### src/rtl/mul_pkg.sv
// mul_pkg: shared width, counter width and state encoding for the Booth multiplier
package mul_pkg;
  localparam int WIDTH = 32;
  localparam int CNT_W = $clog2(WIDTH) + 1;
  typedef enum logic [1:0] {IDLE = 2'b00, RUN = 2'b01, DONE = 2'b10} state_t;
endpackage

### src/rtl/booth_step.sv
// booth_step: one radix-2 Booth add/subtract followed by an arithmetic right shift of P
module booth_step #(
  parameter int WIDTH = mul_pkg::WIDTH
) (
  input  logic [2*WIDTH+1:0] p,
  input  logic [WIDTH:0]     m,
  output logic [2*WIDTH+1:0] p_next
);
  logic [WIDTH:0] u;
  logic [WIDTH:0] sum;
  always_comb begin
    u      = p[2*WIDTH+1:WIDTH+1];
    sum    = p[1:0] == 2'b01 ? u + m : p[1:0] == 2'b10 ? u - m : u;
    p_next = {sum[WIDTH], sum, p[WIDTH:1]};
  end
endmodule

### src/rtl/booth_mul_seq.sv
// booth_mul_seq: sequential radix-2 Booth signed multiplier with stall and flush handshake
module booth_mul_seq #(
  parameter int WIDTH = mul_pkg::WIDTH
) (
  input  logic             clk,
  input  logic             reset,
  input  logic             start_valid,
  output logic             start_ready,
  input  logic [WIDTH-1:0] multiplicand,
  input  logic [WIDTH-1:0] multiplier,
  input  logic             flush,
  output logic             busy,
  output logic             stall,
  output logic             done,
  output logic [WIDTH-1:0] hi,
  output logic [WIDTH-1:0] lo
);
  import mul_pkg::*;
  localparam int CW = $clog2(WIDTH) + 1;
  localparam int PW = 2 * WIDTH + 2;
  state_t          state_q, state_d;
  logic [CW-1:0]   cnt_q, cnt_d;
  logic [PW-1:0]   p_q, p_d, p_step;
  logic [WIDTH:0]  m_q, m_d;
  logic [WIDTH-1:0] hi_q, hi_d, lo_q, lo_d;
  logic            accept, step, last, wr;
  booth_step #(.WIDTH(WIDTH)) u_step (.p(p_q), .m(m_q), .p_next(p_step));
  assign start_ready = state_q == IDLE;
  assign busy        = state_q != IDLE;
  assign done        = state_q == DONE;
  assign accept      = start_valid & start_ready & ~flush;
  assign stall       = busy | accept;
  assign step        = state_q == RUN && !flush;
  assign last        = cnt_q == CW'(WIDTH - 1);
  assign wr          = step && last;
  assign hi          = hi_q;
  assign lo          = lo_q;
  always_comb begin
    state_d = state_q == IDLE ? (accept ? RUN : IDLE)
            : state_q == RUN  ? (flush ? IDLE : last ? DONE : RUN)
            : IDLE;
    m_d     = accept ? {multiplicand[WIDTH-1], multiplicand} : m_q;
    p_d     = accept ? {{(WIDTH+1){1'b0}}, multiplier, 1'b0} : step ? p_step : p_q;
    cnt_d   = accept ? '0 : step ? cnt_q + 1'b1 : cnt_q;
    hi_d    = wr ? p_step[2*WIDTH:WIDTH+1] : hi_q;
    lo_d    = wr ? p_step[WIDTH:1] : lo_q;
  end
  always_ff @(posedge clk or posedge reset) begin
    if (reset) begin
      state_q <= IDLE;
      cnt_q   <= '0;
      p_q     <= '0;
      m_q     <= '0;
      hi_q    <= '0;
      lo_q    <= '0;
    end else begin
      state_q <= state_d;
      cnt_q   <= cnt_d;
      p_q     <= p_d;
      m_q     <= m_d;
      hi_q    <= hi_d;
      lo_q    <= lo_d;
    end
  end
endmodule

### config.mk
export PLATFORM = sky130hd
export DESIGN_NAME = booth_mul_seq
export DESIGN_NICKNAME = d
export VERILOG_FILES = /design/src/rtl/mul_pkg.sv /design/src/rtl/booth_step.sv /design/src/rtl/booth_mul_seq.sv
export SDC_FILE = /design/constraint.sdc
export NUM_CORES = 1
export LEC_CHECK = 0
export CORE_MARGIN = 4
export CORE_UTILIZATION = 60
export DETAILED_ROUTE_END_ITERATION = 8
export MAX_ROUTING_LAYER = met4
export PLACE_DENSITY = 0.81
export REMOVE_ABC_BUFFERS = 1
export SLEW_MARGIN = 20
export SYNTH_ARGS = -nofsm -noshare
export SYNTH_HDL_FRONTEND = slang
export SYNTH_SLANG_ARGS = --single-unit
### constraint.sdc
create_clock -name clk -period 11.43 [get_ports clk]
set_clock_uncertainty 0.05 [all_clocks]
set_input_delay 1.7145 -clock clk [delete_from_list [all_inputs] [get_ports clk]]
set_output_delay 1.7145 -clock clk [all_outputs]
set_load 0.005 [all_outputs]
==> results.txt <==
----------------------------------------------------
[Route]
  Met2 Routed Length ... 14.0 mm
  First drt pass iteration count ... 6
  Iteration-0 DRC Markers ... 768
  Remaining DRCs ... 0
  Number of vias in the routed layout ... 9673
  Post-detailed-route wirelength per cell ... 19.5 microns
  Routed metal-1 wire length ... between 10 and 15 mm
  Top routing layer in use ... met4
  Met3 Wirelength ... 2.54 mm
  DRT Wirelength ... 30.7 mm
  Detail Route Antenna Nets ... 0
  Average via count per standard cell ... 6.15

[Layout]
  Fin util ... 73.0%
  Top library cells by usage in the layout, fill and taps aside ... sky130_fd_sc_hd__nand2_1, sky130_fd_sc_hd__dfrtp_1, sky130_fd_sc_hd__clkdlybuf4s50_1
  Leading cell type in the layout, fill and taps excluded ... sky130_fd_sc_hd__nand2_1
  Final net count ... around 1500
  Fraction of final layout cells with drive strength greater than 1 ... between 6 and 7%
  Cell area after layout ... approximately 0.013 sq mm
  Count of antenna diodes in the layout ... 0
  Layout area overhead ... 18.0%

[Yosys]
  Number of enable flip-flop cells after synthesis ... 0
  Mean post-synth cell area ... approximately 8.6 sq um
  Ys async rst share ... between 90% and 100%
  Proportion of netlist area held by the largest area contributor ... 39.3%
  Sequential element share of the synthesized area ... 39.3%
  Prevailing post-synth register cell ... sky130_fd_sc_hd__dfrtp_1
  Library cell with the largest summed area after synthesis ... sky130_fd_sc_hd__dfrtp_1
  Largest cells by area after synthesis ... sky130_fd_sc_hd__dfrtp_1, sky130_fd_sc_hd__nand2_1, sky130_fd_sc_hd__ha_1
  Register bit total from synthesis ... 169
  Number of warnings printed during yosys synthesis ... 0
  Cells after synthesis ... 1249
  Post-synthesis instance area ... roughly 0.011 sq mm
  Unique masters post-synth ... 90

[Worst setup path]
  R2R cell count ... 10
  Largest driver fanout on the critical path ... 8
  Critical register-to-register path endpoint ... hi[27]$_DFFE_PP0P_
  Critical Path Source Type ... input port
  Data required time of the worst path ... 9.67 ns
  Arrival time worst endpoint ... 3.34 ns
  Worst setup EP type ... output port
  Setup slack of the most critical reg-to-reg path ... 7.68 ns
  Launch instance of the worst register-to-register path ... p_q[50]$_DFFE_PP0P_
  Startpoint-to-endpoint class of the critical path ... input port to output port

[Power]
  Share of total power in the clock network ... 20.7%
  Maximum VDD drop ... around 0.15 mV
  Internal Dissipation ... 1.60 mW
  Switching power as a share of total power ... 44.6%
  Proportion of power drawn by flip-flops and latches ... 28.6%
  Power density over cell area ... 227 mW/mm^2
  Power spent charging and discharging nets ... approximately 1.3 mW
  Static leakage ... 5.99 nW
  Logic pwr share ... a little over 50%

[Die]
  Die boundary width ... 142 microns
  Count of standard-cell rows ... 48
  Area of the core ... 0.0174 sq mm
  Die boundary height ... ~140 microns
  Number of top-level pins ... 136
  Effective utilization at floorplan ... approximately three fifths
  Full die area ... a little over 0.02 sq mm

[Placed design]
  Placer's final routability congestion estimate ... approximately 0.95
  DP Worst Slack ... 6.33 ns
  Half-perimeter wire length after detailed placement ... 20.7 mm
  Instance area at placement ... 0.0121 sq mm
  Input/output buffers ... around 140

[Clock tree]
  Clock tree from TritonCTS ... yes
  # Post-CTS Setup Buffers ... 0
  Clk root buf ... sky130_fd_sc_hd__clkbuf_16
  Latest clock arrival within the worst-skew pair ... 0.44 ns
  Sink Count ... around 170
  H-tree levels ... 4
  Cts hold-fix bufs ... 0
  Number of buffers added by the clock tree synthesis step ... 17
  Deepest clock path buffer count ... 2
  PostCTS Resize Cnt ... 0
  Clock transition time at the flip-flop clock pins of the worst setup and hold paths ... about 0.070 ns

[Global route]
  Largest net degree at the start of global routing ... between 100 and 150
  Tot GR Track Use ... 31.5%
  Antenna violations before repair ... 0
  Global route overflow ... 0
  Vias in the first global route ... around 9500
  Wire length of the first global-routing pass ... 49.3 mm

[STA]
  Min Tclk post-route ... 5.11 ns
  Transition at the pin with the smallest max-transition slack ... 1.06 ns
  Setup TNS ... 0 ns
  Headroom to the max-slew limit ... 29.2%
  Number of hold violations in the final report ... 0
  Max-slew violation total from the final report ... 0
  Setup repair after global routing missed its margin ... no
  Setup violations, final ... 0
  Final Worst Setup Slack ... 6.32 ns
  Post-route clock period utilization ... between 40% and 50%
  FMAX ... 196 MHz

[Min path]
  Count of cells along the worst hold path ... 2
  Hold Crit Start ... hi[7]$_DFFE_PP0P_
  Min-delay worst type ... register to register
  End point of the worst hold path ... hi[7]$_DFFE_PP0P_

[Run status]
  Status ... complete, no violations

[Job]
  Count of max-cap constraint violations ... 0

----------------------------------------------------
synthesized netlist by cell type, types with 12 or more instances:
| cell | number |
|---|---|
| sky130_fd_sc_hd__a21o_1 | 17 |
| sky130_fd_sc_hd__a21oi_1 | 66 |
| sky130_fd_sc_hd__a22o_1 | 26 |
| sky130_fd_sc_hd__a22oi_1 | 33 |
| sky130_fd_sc_hd__buf_2 | 13 |
| sky130_fd_sc_hd__clkbuf_1 | 46 |
| sky130_fd_sc_hd__dfrtp_1 | 169 |
| sky130_fd_sc_hd__ha_1 | 65 |
| sky130_fd_sc_hd__inv_1 | 63 |
| sky130_fd_sc_hd__mux2_2 | 13 |
| sky130_fd_sc_hd__nand2_1 | 264 |
| sky130_fd_sc_hd__nand3_1 | 17 |
| sky130_fd_sc_hd__nor2_1 | 77 |
| sky130_fd_sc_hd__nor2b_1 | 12 |
| sky130_fd_sc_hd__nor3_1 | 14 |
| sky130_fd_sc_hd__o211ai_1 | 13 |
| sky130_fd_sc_hd__o21ai_0 | 74 |
| sky130_fd_sc_hd__o31ai_1 | 13 |
| sky130_fd_sc_hd__xnor2_1 | 34 |
routing by layer:
| layer | up-vias | GRT usage, % |
|---|---|---|
| li1 | 4552 | - |
| met1 | 4678 | 42.6 |
| met2 | 413 | 48.7 |
| met3 | 30 | 7.22 |
| met4 | 0 | 7.68 |
| met5 | - | - |
registers in the layout, indices dropped and copies added, names as in the netlist:
register / flops
cnt_q: 6
hi: 32
lo: 32
m_q: 32
p_q: 65
state_q: 2
power by group through the flow:
stage | Combinational (mW) | Sequential, mW | Clock, mW
after floorplan | 1.10 | 0.797 | 0
after global placement | 1.41 | 0.829 | 0
after detailed placement | 1.42 | 0.832 | 0
after CTS | 1.44 | 0.823 | 0.605
after global routing | 1.60 | 0.842 | 0.629
final | 1.46 | 0.827 | 0.599
critical path: stages:
cell	delay [ns]
sky130_fd_sc_hd__clkdlybuf4s50_1	0.47
sky130_fd_sc_hd__nand3b_1	0.45
sky130_fd_sc_hd__nand2_1	0.19
sky130_fd_sc_hd__clkdlybuf4s50_1	0.52
worst max path at each step:
stage           from             endpoint  slack [ns]  cells past startpoint
2_1_floorplan  flush  p_q[63]$_DFFE_PP0P_        0.58                      3
3_3_place_gp   flush                stall        6.39                      4
3_5_place_dp   flush                stall        6.33                      4
4_1_cts        flush                stall        6.32                      4
5_1_grt        flush                stall        6.21                      4
6_report       flush                stall        6.32                      4
kinds of logic after synthesis:
kind of cell,after synthesis,share of synthesized area [%]
buf+inv,139,5.73
simple gates,464,19.3
fa+ha+maj,67,7.92
compound gates,350,22.5
flops,169,39.3
mux,17,1.78
xor+xnor,43,3.50
per-stage QoR:
step | std cells | hold WS [ns] | power [mW]
after floorplan | 1174 | 0.412 | 1.89
after global placement | 1541 | 0.409 | 2.23
after detailed placement | 1541 | 0.412 | 2.25
after CTS | 1572 | 0.433 | 2.86
after global routing | 1572 | 0.446 | 3.07
final | 1572 | 0.428 | 2.89
cell type report:
type                       count  area (sq um)
tap                          225           282
timing repair buffer         142          1400
sequential                   169          4230
clock inverter                14           179
multi-input combinational    941          5940
fill                        1351          4710
clock buffer                  17           425
inverter                      64           249
Note: power is estimated with default switching activity, not from simulation.
